--- src/rtl/tty_fb_pkg.sv ---
// Shared constants and state encoding for the glass-TTY framebuffer writer.
package tty_fb_pkg;

  localparam int          WORDS_PER_ROW = 16;
  localparam logic [7:0]  SPACE         = 8'h20;
  localparam logic [63:0] SPACE_WORD    = {8{SPACE}};

  localparam logic [7:0] BS = 8'h08;
  localparam logic [7:0] LF = 8'h0A;
  localparam logic [7:0] FF = 8'h0C;
  localparam logic [7:0] CR = 8'h0D;

  typedef enum logic [2:0] {
    IDLE,
    PUT,
    SCR_RD,
    SCR_WT,
    SCR_WR,
    CLR
  } tty_state_t;

  function automatic logic is_printable(input logic [7:0] b);
    return (b >= 8'h20) && (b <= 8'h7E);
  endfunction

endpackage

--- src/rtl/tty_fb_writer.sv ---
// Glass-TTY writer: turns a byte stream into character writes on the 64-bit
// CPU-side port of the text framebuffer, with cursor handling, scroll-up by
// row copy and screen clear. Every port-B output is a register.
module tty_fb_writer
  import tty_fb_pkg::*;
#(
  parameter int COLS           = 128,
  parameter int ROWS           = 32,
  parameter int CLEAR_ON_RESET = 1
) (
  input  logic        clk_data,
  input  logic        rst_ni,
  input  logic [7:0]  tty_data,
  input  logic        tty_valid,
  output logic        tty_ready,
  output logic        enb,
  output logic [7:0]  web,
  output logic [10:0] addrb,
  output logic [63:0] dinb,
  input  logic [63:0] doutb,
  output logic [5:0]  cur_row,
  output logic [6:0]  cur_col,
  output logic        busy
);

  // Word-address landmarks for the copy and clear loops.
  localparam logic [10:0] ROW_STRIDE  = 11'(WORDS_PER_ROW);
  localparam logic [10:0] LAST_COPY_W = 11'((ROWS - 1) * WORDS_PER_ROW - 1);
  localparam logic [10:0] LAST_ROW_W0 = 11'((ROWS - 1) * WORDS_PER_ROW);
  localparam logic [10:0] LAST_W_ALL  = 11'(ROWS * WORDS_PER_ROW - 1);
  localparam logic [5:0]  LAST_ROW    = 6'(ROWS - 1);
  localparam logic [7:0]  COLS_W      = 8'(COLS);

  tty_state_t  state_reg, state_next;
  logic [5:0]  row_reg, row_next;
  logic [6:0]  col_reg, col_next;
  logic [10:0] w_reg, w_next;
  logic [10:0] end_reg, end_next;
  logic        scroll_pend_reg, scroll_pend_next;
  logic        init_pend_reg, init_pend_next;
  logic        ready_reg, ready_next;
  logic        busy_reg, busy_next;
  logic        enb_reg, enb_next;
  logic [7:0]  web_reg, web_next;
  logic [10:0] addrb_reg, addrb_next;
  logic [63:0] dinb_reg, dinb_next;

  logic [7:0]  col_inc;
  logic        accept;

  assign col_inc = {1'b0, col_reg} + 8'd1;
  assign accept  = tty_valid && ready_reg;

  // Next-state, cursor and counter logic, then the port-B values for the
  // cycle spent in the next state (so the outputs can be registered).
  always_comb begin
    state_next       = state_reg;
    row_next         = row_reg;
    col_next         = col_reg;
    w_next           = w_reg;
    end_next         = end_reg;
    scroll_pend_next = scroll_pend_reg;
    init_pend_next   = init_pend_reg;
    enb_next         = 1'b0;
    web_next         = 8'h00;
    addrb_next       = 11'd0;
    dinb_next        = 64'd0;

    case (state_reg)
      IDLE: begin
        if (init_pend_reg) begin
          // First cycle out of reset: optionally wipe the whole screen.
          init_pend_next = 1'b0;
          if (CLEAR_ON_RESET != 0) begin
            state_next = CLR;
            w_next     = 11'd0;
            end_next   = LAST_W_ALL;
          end
        end else if (accept) begin
          if (is_printable(tty_data)) begin
            state_next       = PUT;
            scroll_pend_next = 1'b0;
            if (col_inc == COLS_W) begin
              col_next = 7'd0;
              if (row_reg < LAST_ROW) row_next = row_reg + 6'd1;
              else                    scroll_pend_next = 1'b1;
            end else begin
              col_next = col_inc[6:0];
            end
          end else begin
            case (tty_data)
              CR: col_next = 7'd0;
              LF: begin
                if (row_reg < LAST_ROW) begin
                  row_next = row_reg + 6'd1;
                end else begin
                  state_next = SCR_RD;
                  w_next     = 11'd0;
                end
              end
              BS: begin
                if (col_reg != 7'd0) col_next = col_reg - 7'd1;
              end
              FF: begin
                state_next = CLR;
                w_next     = 11'd0;
                end_next   = LAST_W_ALL;
                row_next   = 6'd0;
                col_next   = 7'd0;
              end
              default: ;  // unknown byte: handshake consumed, nothing else
            endcase
          end
        end
      end

      PUT: begin
        if (scroll_pend_reg) begin
          state_next       = SCR_RD;
          w_next           = 11'd0;
          scroll_pend_next = 1'b0;
        end else begin
          state_next = IDLE;
        end
      end

      SCR_RD: state_next = SCR_WT;

      SCR_WT: state_next = SCR_WR;

      SCR_WR: begin
        if (w_reg == LAST_COPY_W) begin
          // Copy done: blank the freshly exposed bottom row.
          state_next = CLR;
          w_next     = LAST_ROW_W0;
          end_next   = LAST_W_ALL;
        end else begin
          state_next = SCR_RD;
          w_next     = w_reg + 11'd1;
        end
      end

      CLR: begin
        if (w_reg == end_reg) state_next = IDLE;
        else                  w_next     = w_reg + 11'd1;
      end

      default: state_next = IDLE;
    endcase

    case (state_next)
      PUT: begin
        enb_next   = 1'b1;
        web_next   = 8'h01 << col_reg[2:0];
        addrb_next = {1'b0, row_reg, col_reg[6:3]};
        dinb_next  = {8{tty_data}};
      end
      SCR_RD: begin
        enb_next   = 1'b1;
        addrb_next = w_next + ROW_STRIDE;
      end
      SCR_WR: begin
        // doutb carries the word read one row below, issued in SCR_RD.
        enb_next   = 1'b1;
        web_next   = 8'hFF;
        addrb_next = w_next;
        dinb_next  = doutb;
      end
      CLR: begin
        enb_next   = 1'b1;
        web_next   = 8'hFF;
        addrb_next = w_next;
        dinb_next  = SPACE_WORD;
      end
      default: ;
    endcase
  end

  assign ready_next = (state_next == IDLE) && !init_pend_next;
  assign busy_next  = (state_next == SCR_RD) || (state_next == SCR_WT) ||
                      (state_next == SCR_WR) || (state_next == CLR);

  // State, cursor, counters and all outputs; reset abandons any scroll/clear.
  always_ff @(posedge clk_data) begin
    if (!rst_ni) begin
      state_reg       <= IDLE;
      row_reg         <= 6'd0;
      col_reg         <= 7'd0;
      w_reg           <= 11'd0;
      end_reg         <= 11'd0;
      scroll_pend_reg <= 1'b0;
      init_pend_reg   <= 1'b1;
      ready_reg       <= 1'b0;
      busy_reg        <= 1'b0;
      enb_reg         <= 1'b0;
      web_reg         <= 8'h00;
      addrb_reg       <= 11'd0;
      dinb_reg        <= 64'd0;
    end else begin
      state_reg       <= state_next;
      row_reg         <= row_next;
      col_reg         <= col_next;
      w_reg           <= w_next;
      end_reg         <= end_next;
      scroll_pend_reg <= scroll_pend_next;
      init_pend_reg   <= init_pend_next;
      ready_reg       <= ready_next;
      busy_reg        <= busy_next;
      enb_reg         <= enb_next;
      web_reg         <= web_next;
      addrb_reg       <= addrb_next;
      dinb_reg        <= dinb_next;
    end
  end

  assign tty_ready = ready_reg;
  assign busy      = busy_reg;
  assign enb       = enb_reg;
  assign web       = web_reg;
  assign addrb     = addrb_reg;
  assign dinb      = dinb_reg;
  assign cur_row   = row_reg;
  assign cur_col   = col_reg;

endmodule

--- config.mk ---
export PLATFORM = sky130hd
export DESIGN_NAME = tty_fb_writer
export DESIGN_NICKNAME = d
export VERILOG_FILES = /design/src/rtl/tty_fb_pkg.sv /design/src/rtl/tty_fb_writer.sv
export SDC_FILE = /design/constraint.sdc
export NUM_CORES = 1
export LEC_CHECK = 0
export ABC_AREA = 0
export BUFFER_PORTS_ARGS = -buffer_cell sky130_fd_sc_hd__buf_4
export CAP_MARGIN = 20
export CORE_MARGIN = 4
export CORE_UTILIZATION = 40
export CTS_BUF_LIST = sky130_fd_sc_hd__clkbuf_4 sky130_fd_sc_hd__clkbuf_8
export DETAILED_ROUTE_END_ITERATION = 8
export PLACE_DENSITY = 0.65
export SLEW_MARGIN = 10
export SYNTH_ARGS = -nofsm -noshare
export SYNTH_HDL_FRONTEND = slang
export SYNTH_SLANG_ARGS = --single-unit
--- constraint.sdc ---
create_clock -name clk_data -period 3.2 [get_ports clk_data]
set_clock_uncertainty 0.2 [all_clocks]
set_input_delay 0.16 -clock clk_data [delete_from_list [all_inputs] [get_ports clk_data]]
set_output_delay 0.16 -clock clk_data [all_outputs]
set_load 0.005 [all_outputs]
=== Yosys cells after proc, flatten, opt, wreduce, memory -nomap -nowiden ===
Cells that the tools add are included.

* Output and inout port bits: 99
* Bits in registers: 126
* Bits of input ports: 75
* Logic and storage cells: 113

* Equality and inequality tests: 26
* Reductions and logical operators: 21
* Bitwise logic cells: 1
* Shift operators: 1
* Add/sub/neg operators: 5
* Order comparisons: 3
* Muxes and demuxes: 43

{| class="wikitable"
|+ Operators by type and width
! cell !! number
|-
| case mux 64 bit (3 select lines) || 1
|-
| 2-to-1 mux 11 bit || 12
|-
| case mux 11 bit (2 select lines) || 2
|-
| case mux 11 bit (4 select lines) || 1
|-
| case mux 11 bit (3 select lines) || 1
|-
| == test 8 x 4 -> 1 bit (second input constant) || 4
|-
| 2-to-1 mux 7 bit || 3
|-
| 2-to-1 mux 3 bit || 6
|-
| 2-to-1 mux 6 bit || 3
|-
| case mux 3 bit (6 select lines) || 1
|-
| case mux 8 bit (2 select lines) || 1
|-
| AND reduction 5 bit || 3
|-
| case mux 7 bit (2 select lines) || 1
|-
| == test 3 x 2 -> 1 bit (second input constant) || 4
|-
| == test 3 bit (second input constant) || 4
|-
| case mux 6 bit (2 select lines) || 1
|-
| adder 11 x 1 -> 11 bit (second input constant) || 1
|-
| adder 11 x 5 -> 11 bit (second input constant) || 1
|-
| == test 11 bit || 1
|-
| == test 11 x 9 -> 1 bit (second input constant) || 1
|-
| inequality test 3 bit (second input constant) || 3
|-
| adder 7 x 1 -> 8 bit (second input constant) || 1
|-
| == test 8 bit (second input constant) || 1
|-
| >= comparator 8 x 6 -> 1 bit (second input constant) || 1
|-
| 24 further kinds || 42
|}

=== Longest topological paths before layout ===
Gate-level depths: netlist of run 1.

* Depth in word-level cells: 11
* Gate-level depth with buffers: 12
* Mapped depth without buffers: 12

=== Worst setup path before layout of run 1 ===
No wires, ideal clock.

* Path type: input to register
* From: input tty_data[0]
* To: register addrb_reg[8], in the netlist addrb[8]
* Library setup time: 0.075 ns
* Data required time: 2.925 ns
* Buffers on the path: 0
* Stages on the path: 11
* Arrival time: 2.691 ns
* Path slack: 0.235 ns
* Cell sequence: or4b_1 -> or3_4 -> o32ai_4 -> o21ai_2 -> a22oi_2 -> inv_1 -> ha_1 -> inv_1 -> nor2_1 -> or3_1 -> a31oi_1

* Elaborated cells between the ends (all ways): 22
* Classes of those cells: add/sub (1); order compare (2); eq/ne (6); mux (11); reduce/logical (2)

{| class="wikitable"
|+ RTL lines
! element !! RTL line !! RTL
|-
| start: declaration || tty_fb_writer.sv:13 || <nowiki>input logic [7:0] tty_data,</nowiki>
|-
| >= comparator 8 x 6 -> 1 bit (tied with other cells) || tty_fb_pkg.sv:23 || <nowiki>return (b >= 8'h20) && (b <= 8'h7E);</nowiki>
|-
| logical AND 1 bit or case mux 11 bit (2 select lines) (tied branches) || tty_fb_pkg.sv:23, tty_fb_writer.sv:91 ||
|-
| 2-to-1 mux 11 bit * || tty_fb_writer.sv:80 || <nowiki>if (is_printable(tty_data)) begin</nowiki>
|-
| 2-to-1 mux 11 bit * || tty_fb_writer.sv:79 || <nowiki>end else if (accept) begin</nowiki>
|-
| 2-to-1 mux 11 bit * || tty_fb_writer.sv:71 || <nowiki>if (init_pend_reg) begin</nowiki>
|-
| case mux 11 bit (4 select lines) * || tty_fb_writer.sv:69 || <nowiki>case (state_reg)</nowiki>
|-
| via w_next[5] || tty_fb_writer.sv:37 || <nowiki>logic [10:0] w_reg, w_next;</nowiki>
|-
| adder 11 x 5 -> 11 bit * || tty_fb_writer.sv:160 || <nowiki>addrb_next = w_next + ROW_STRIDE;</nowiki>
|-
| case mux 11 bit (3 select lines) * || tty_fb_writer.sv:151 || <nowiki>case (state_next)</nowiki>
|-
| end signal: assignment || tty_fb_writer.sv:211 || <nowiki>addrb_reg <= addrb_next;</nowiki>
|-
| end: declaration || tty_fb_writer.sv:45 || <nowiki>logic [10:0] addrb_reg, addrb_next;</nowiki>
|}

The timed path passes the listed nets; every way through them passes the cells marked *.
A chain may end at the register's enable or synchronous reset.

=== Worst setup path in the final report of run 1 ===
* From: register w_reg[0]
* To: register dinb_reg[48], in the netlist dinb[48]

* Longest elaborated chain between the ends: 5
* Elaborated cells between the ends (all ways): 9
* Classes of those cells: eq/ne (5); mux (4)

{| class="wikitable"
|+ Ends and longest elaborated chain
! element !! RTL line !! RTL
|-
| start: declaration || tty_fb_writer.sv:37 ||
|-
| start signal: assignment || tty_fb_writer.sv:203 || <nowiki>w_reg <= w_next;</nowiki>
|-
| == test 11 bit or == test 11 x 9 -> 1 bit (tied branches) || tty_fb_writer.sv:144, tty_fb_writer.sv:132 ||
|-
| 2-to-1 mux 3 bit (on tied branches) || tty_fb_writer.sv:144, tty_fb_writer.sv:132 ||
|-
| case mux 3 bit (6 select lines) * || tty_fb_writer.sv:69 ||
|-
| == test 3 bit or == test 3 x 1 -> 1 bit (tied branches) || tty_fb_writer.sv:151 ||
|-
| case mux 64 bit (3 select lines) * || tty_fb_writer.sv:151 ||
|-
| end signal: assignment || tty_fb_writer.sv:212 || <nowiki>dinb_reg <= dinb_next;</nowiki>
|-
| end: declaration || tty_fb_writer.sv:46 || <nowiki>logic [63:0] dinb_reg, dinb_next;</nowiki>
|}

Every way passes the cells marked *; elsewhere a longest branch is shown, timed or not.

==> impl_results.md, run 1 <==
- Clock latency on the worst-skew pair: 0.44 ns
- Max stage delay on crit path: 0.44 ns
- Final period utilization: just under 100%
- CTS tree: done
- Post-layout util: 62.8%
- Post-synth EDFFs: 0
- FF-to-FF setup slack: 0.07 ns
- Routed wire length: 18.1 mm
- GR Util All Layers: 24.7%
- Final Net Count: 921
- FFs w/ async S/R, synth: 0%
- Placed instance area: 0.00650 mm²
- Die X: 120 µm
- Max Freq: 319 MHz
- CP Class: reg2reg
- Placer Congestion: 0.913
- Worst path slowest cell: dfxtp_1
- DRT Pass-1 Iters: 5
- Grt total ovfl: 0
- CTS clock-pin slew for the worst setup and hold paths: 0.07 ns
- Post-Place Setup Slack: 0.118 ns
- Core Region: 0.0121 mm²
- Cells after Synth: slightly below 600
- Final Setup Violations: 0
- Die Ht: 120 µm
- Area Overhead vs Synth: 52.7%
- Pwr dens: roughly 730 mW/mm²
- Worst slew pin tran: 0.665 ns
- Clock net sink count: 116
- Peak VDD IR: 360 µV
- Sequential share of the synthesized area: 46.6%
- Clock Path Buffers: 2
- WHS Endpoint: dinb[61]
- Final instance area: 0.00760 mm²
- Worst Setup Start Kind: register
- Share of cells above drive strength 1: 29.1%
- RSZ-0062 raised after global routing: yes
- Pin count of the biggest net entering global routing: 65
- Syn avg cell area: approximately 8.4 µm²
- Worst-path fanout max: 13
- Static Leak: ~3.2 nW
- Clock root buffer: clkbuf_8
- Worst Reg2Reg Path Length in Cells: 9
- Final hold vios: 0
- Setup Total Neg Slack: 0 ns
- PortBufs: 173
- TritonCTS Buffers: 17
- Wirelength per Cell: 17.8 µm
- RR Startpoint: w_reg[0]
- ANT nets after route: 0
- Detail-routed via count per cell: 5.25
- Critical Path RT: 3.36 ns
- Residual DRC: 0
- Top_reg_cell synth: dfxtp_1
- Worst Setup Slack, final: 0.0688 ns
- # rows: 40
- DR iter-0 viols: about 420
- Worst setup EP type: register
- Synthesized flop and latch total: 116
- Syn_nets: a little under 700
- Max FFs per register: 64
- Cell variety after synth: 76
- Total power: between 5 and 6 mW
- DP HPWL: 12.4 mm
- H-tree lvl count: 4
- Slew Viols, Final: 0
- Die area: 0.0143 mm²
- First-pass GRT wire length: between 20 and 30 mm
- Worst hold start: tty_data[5]
- Via count: 5346
- Slew headroom: 55.7%
- Starting Density: 41.1%
- Hold depth: 3
- Ports: 174
- Worst EP arrival: 3.29 ns
- Max-cap violations: 0
- Vias in the first global route: 5238
- Post-CTS setup buffers: 0
- Post-Syn Area: about 0.0050 mm²
- Final min period: 3.13 ns
- R2r endpoint: dinb[48]
- Initial antenna violation count: 1
- Critical path, cell by cell: ha_1, nand4b_1, or3_1, a22oi_1, o21a_1, nand2b_4, nor2_4, nand2_1, a21oi_1
- Synth warnings: 0
- Outcome: finished clean
- Worst hold path type: in2reg
-- worst max path at each step --
stage / start / to / slack, ns / cells after the start
after floorplan: tty_data[0] / addrb[8] / 0.23 / 11
after global placement: tty_data[0] / addrb[8] / 0.16 / 12
after detailed placement: tty_data[0] / addrb[8] / 0.12 / 12
after CTS: w_reg[0] / dinb[48] / 0.16 / 9
after global routing: w_reg[0] / dinb[18] / -0.10 / 9
final: w_reg[0] / dinb[48] / 0.07 / 9
-- stage by stage --
step / cells / hold slack [ns]
floorplan: 591 / 0.0428
global placement: 919 / 0.192
detailed placement: 919 / 0.191
CTS: 1017 / 0.0586
global route: 1018 / 0.00831
finish: 1018 / 0.0319
-- routing by layer --
layer  GRT usage, %  part of all wire (%)
met1           30.3                    41
met2           40.6                    48
met3           5.89                   6.9
met4           12.7                   4.1
met5              0                     0
-- placed cells by master, fill, tap and decap left out, types with 11 or more instances in the layout --
cell,count
nand3_1,14
dfxtp_1,116
nand2_1,88
nor2_1,50
and3_1,15
a21oi_1,83
nand4_1,11
clkbuf_8,19
inv_1,19
buf_4,190
o21ai_0,14
dlygate4sd3_1,66
-- cell families after synthesis --
group,Yosys count,share of synthesized area [%]
AOI/OAI and AO/OA,160,20.7
buffers and inverters,52,4.40
adders and majority gates,10,2.51
DFF,116,46.6
and+or+nand+nor,246,24.5
muxes,1,0.201
xor gates and xnor gates,6,1.06
-- cell usage after synthesis (7+ instances only) --
cell | count | area, µm²
dfxtp_1 | 116 | 2320
nand2_1 | 88 | 330
a21oi_1 | 83 | 415
nor2_1 | 50 | 188
inv_1 | 19 | 71.3
clkbuf_1 | 16 | 60.1
and3_1 | 15 | 93.8
nand3_1 | 14 | 70.1
o21ai_0 | 14 | 70.1
buf_2 | 12 | 60.1
nand4_1 | 11 | 68.8
and2_1 | 10 | 62.6
ha_1 | 10 | 125
or3_1 | 10 | 62.6
nor3_1 | 9 | 45.0
a22oi_1 | 8 | 60.1
nor4_1 | 8 | 50.1
nor2b_1 | 7 | 43.8
-- layout make-up --
type / count / area (µm²)
fill: 1000 / 4510
multi-input combinational: 423 / 2450
sequential: 116 / 2320
timing repair buffer: 257 / 2110
clock buffer: 21 / 277
tap: 168 / 210
clock inverter: 11 / 149
inverter: 21 / 78.8
antenna: 1 / 2.50
-- timing repair --
action                                  4_1_cts  5_1_grt
hold buffers                                 66        0
gates resized for setup                       0        3
endpoints found under the setup margin        0       50
endpoints found under the hold margin        76        0
-- report_power, final --
group / internal (mW) / total (mW) / switching, mW
Combinational: 0.917 / 2.24 / 1.32
Sequential: 1.74 / 1.90 / 0.155
Clock: 0.832 / 1.44 / 0.606
-- worst max-delay path, delay by kind of cell (launching register included) --
family                     cells  cell delay [ns]
DFF                            1             0.44
AOI/OAI and AO/OA              3             0.77
adders and majority gates      1             0.31
and+or+nand+nor                5             1.33
(Power assumes the default switching activity.)
==> inputs of run 2 (changes only) <==
--- a/config.mk
+++ b/config.mk
@@ -6,14 +6,14 @@
 export NUM_CORES = 1
 export LEC_CHECK = 0
 export ABC_AREA = 0
-export BUFFER_PORTS_ARGS = -buffer_cell sky130_fd_sc_hd__buf_4
 export CAP_MARGIN = 20
 export CORE_MARGIN = 4
 export CORE_UTILIZATION = 40
 export CTS_BUF_LIST = sky130_fd_sc_hd__clkbuf_4 sky130_fd_sc_hd__clkbuf_8
 export DETAILED_ROUTE_END_ITERATION = 8
-export PLACE_DENSITY = 0.65
-export SLEW_MARGIN = 10
+export DONT_BUFFER_PORTS = 1
+export PLACE_DENSITY = 0.53
+export SLEW_MARGIN = 20
 export SYNTH_ARGS = -nofsm -noshare
 export SYNTH_HDL_FRONTEND = slang
 export SYNTH_SLANG_ARGS = --single-unit
==> impl_results.md, run 2 (synthesis gave the netlist of run 1 again) <==
- Final period utilization: 94.3% (-3.6 points)
- CTS clock-pin slew for the worst setup and hold paths: 0.08 ns (about the same)
- Placer Congestion: 0.883 (-3.3%)
- First-pass GRT wire length: 25.0 mm (-10%)
- Vias in the first global route: 4630 (-12%)
- GR Util All Layers: 22.1% (-2.6 points)
- Die Ht: 120 µm (unchanged)
- Share of cells above drive strength 1: 12.2% (-17 points)
- Ports: 174 (unchanged)
- Peak VDD IR: 473 µV (+31%)
- Core Region: 0.0121 mm² (unchanged)
- Die X: 120 µm (unchanged)
- Outcome: finished clean
- Worst setup EP type: register
- Final Net Count: 761 (-17%)
- Detail-routed via count per cell: 5.57 (+6.1%)
- Worst slew pin tran: 0.721 ns (+0.0561 ns)
- Commonest non-fill, non-tap cell in the layout: dfxtp_1
- PortBufs: 0 (-100%)
- Starting Density: 41.1% (unchanged)
- Critical Path RT: 3.36 ns (about the same)
- CTS tree: done
- Wirelength per Cell: 18.7 µm (+5.2%)
- TritonCTS Buffers: 17 (unchanged)
- Pwr dens: 837 mW/mm² (+14%)
- Die area: 0.0143 mm² (unchanged)
- Residual DRC: 0 (unchanged)
- Area Overhead vs Synth: 30.6%
- DRT Pass-1 Iters: 7 (+2)
- H-tree lvl count: 4 (unchanged)
- Hold Slack: 0.0392 ns (+0.00726 ns)
- Initial antenna violation count: 0 (-1)
- Max FFs per register: 64 (unchanged)
- Post-Place Setup Slack: 0.0777 ns (-0.0400 ns)
- Pin count of the biggest net entering global routing: 65 (unchanged)
- DP HPWL: 10.9 mm (-12%)
- Grt total ovfl: 0 (unchanged)
- Slew Viols, Final: 0 (unchanged)
- DR iter-0 viols: 401 (-3.8%)
- ANT nets after route: 0 (unchanged)
- RR Startpoint: w_reg[7]
- Clock root buffer: clkbuf_8
- Slew headroom: 51.9% (-3.7 points)
- Final hold vios: 0 (unchanged)
- Clock Path Buffers: 2 (unchanged)
- CP Class: reg2reg
- Clock latency on the worst-skew pair: 0.44 ns (about the same)
- Static Leak: 2.43 nW (-25%)
- Most frequent cells in the layout: 113 x dfxtp_1, 88 x nand2_1, 83 x a21oi_1
- Worst hold start: tty_data[5]
- Worst Setup Start Kind: register
- Max-cap violations: 0 (unchanged)
- Final min period: 3.02 ns (-0.115 ns)
- Clock net sink count: 116 (unchanged)
- Antenna diode count: 0 (-1)
- Worst-path fanout max: 10 (-3)
- Worst hold path type: in2reg
- Worst Setup Slack, final: 0.184 ns (+0.115 ns)
- Max Freq: 332 MHz (+3.8%)
- Fillers: 1157 (+16%)
- Routed wire length: 16.0 mm (-11%)
- Worst EP arrival: 3.18 ns (-0.11 ns)
- Post-CTS setup buffers: 0 (unchanged)
- Via count: 4776 (-11%)
- # rows: 40 (unchanged)
- Final Setup Violations: 0 (unchanged)
- Post-layout util: 53.7% (-9.1 points)
- Crit. Startpoint: w_reg[7]
[run 2: path summary, 6_finish.rpt]
kind | endpoint | slack (ns) | depth (start not counted)
hold / removal | end_reg[7] | 0.04 | 4
hold reg to reg | end_reg[7] | 0.31 | 2
setup / recovery | dinb[35] | 0.18 | 9
setup reg to reg | dinb[35] | 0.18 | 9
[run 2: cell type report]
cell class | instances | area (µm²) | area share [%]
flip-flops and latches | 116 | 2330 | 35.8
well taps | 168 | 210 | 3.23
clock buffers | 20 | 256 | 3.94
multi-input cells | 423 | 2460 | 37.8
repair buffers | 97 | 923 | 14.2
clock inverters | 12 | 249 | 3.83
inverters | 21 | 78.8 | 1.21
[run 2: where the power goes]
| part | leakage [nW] | switching [mW] | internal [mW] |
|---|---|---|---|
| registers | 0.942 | 0.240 | 1.75 |
| clock network | 0.252 | 0.613 | 1.12 |
| logic | 1.24 | 1.13 | 0.603 |
[run 2: worst max-delay path, stage by stage (launching register included)]
cell	delay, ns
dfxtp_1	0.47
nand4_1	0.18
or3_1	0.41
a31o_2	0.25
or3_1	0.38
nand2b_4	0.17
nor2_4	0.24
buf_4	0.19
nand2_1	0.24
a21oi_1	0.21
[run 2: stage by stage]
step | TNS, ns | power, mW | cells | instance area [µm²]
floorplan | 0 | 3.07 | 591 | 4980
global placement | 0 | 3.62 | 752 | 5240
detailed placement | 0 | 3.63 | 752 | 5240
CTS | 0 | 5.45 | 857 | 6480
global route | -0.0143 | 5.74 | 857 | 6500
finish | 0 | 5.45 | 857 | 6500
[run 2: what timing repair did]
action                                  CTS  global route
hold buffers                             73             0
endpoints found under the setup margin    0            34
gates resized for setup                   0             8
endpoints found under the hold margin   110             0
[run 2: layer usage]
| layer | vias up | share of wire (%) | global-route usage, % |
|---|---|---|---|
| li1 | 2275 | - | - |
| met2 | 212 | 46 | 34.7 |
| met3 | 30 | 8.6 | 8.06 |
| met1 | 2259 | 43 | 27.9 |
| met4 | 0 | 2.3 | 8.23 |
| met5 | - | 0 | 0 |
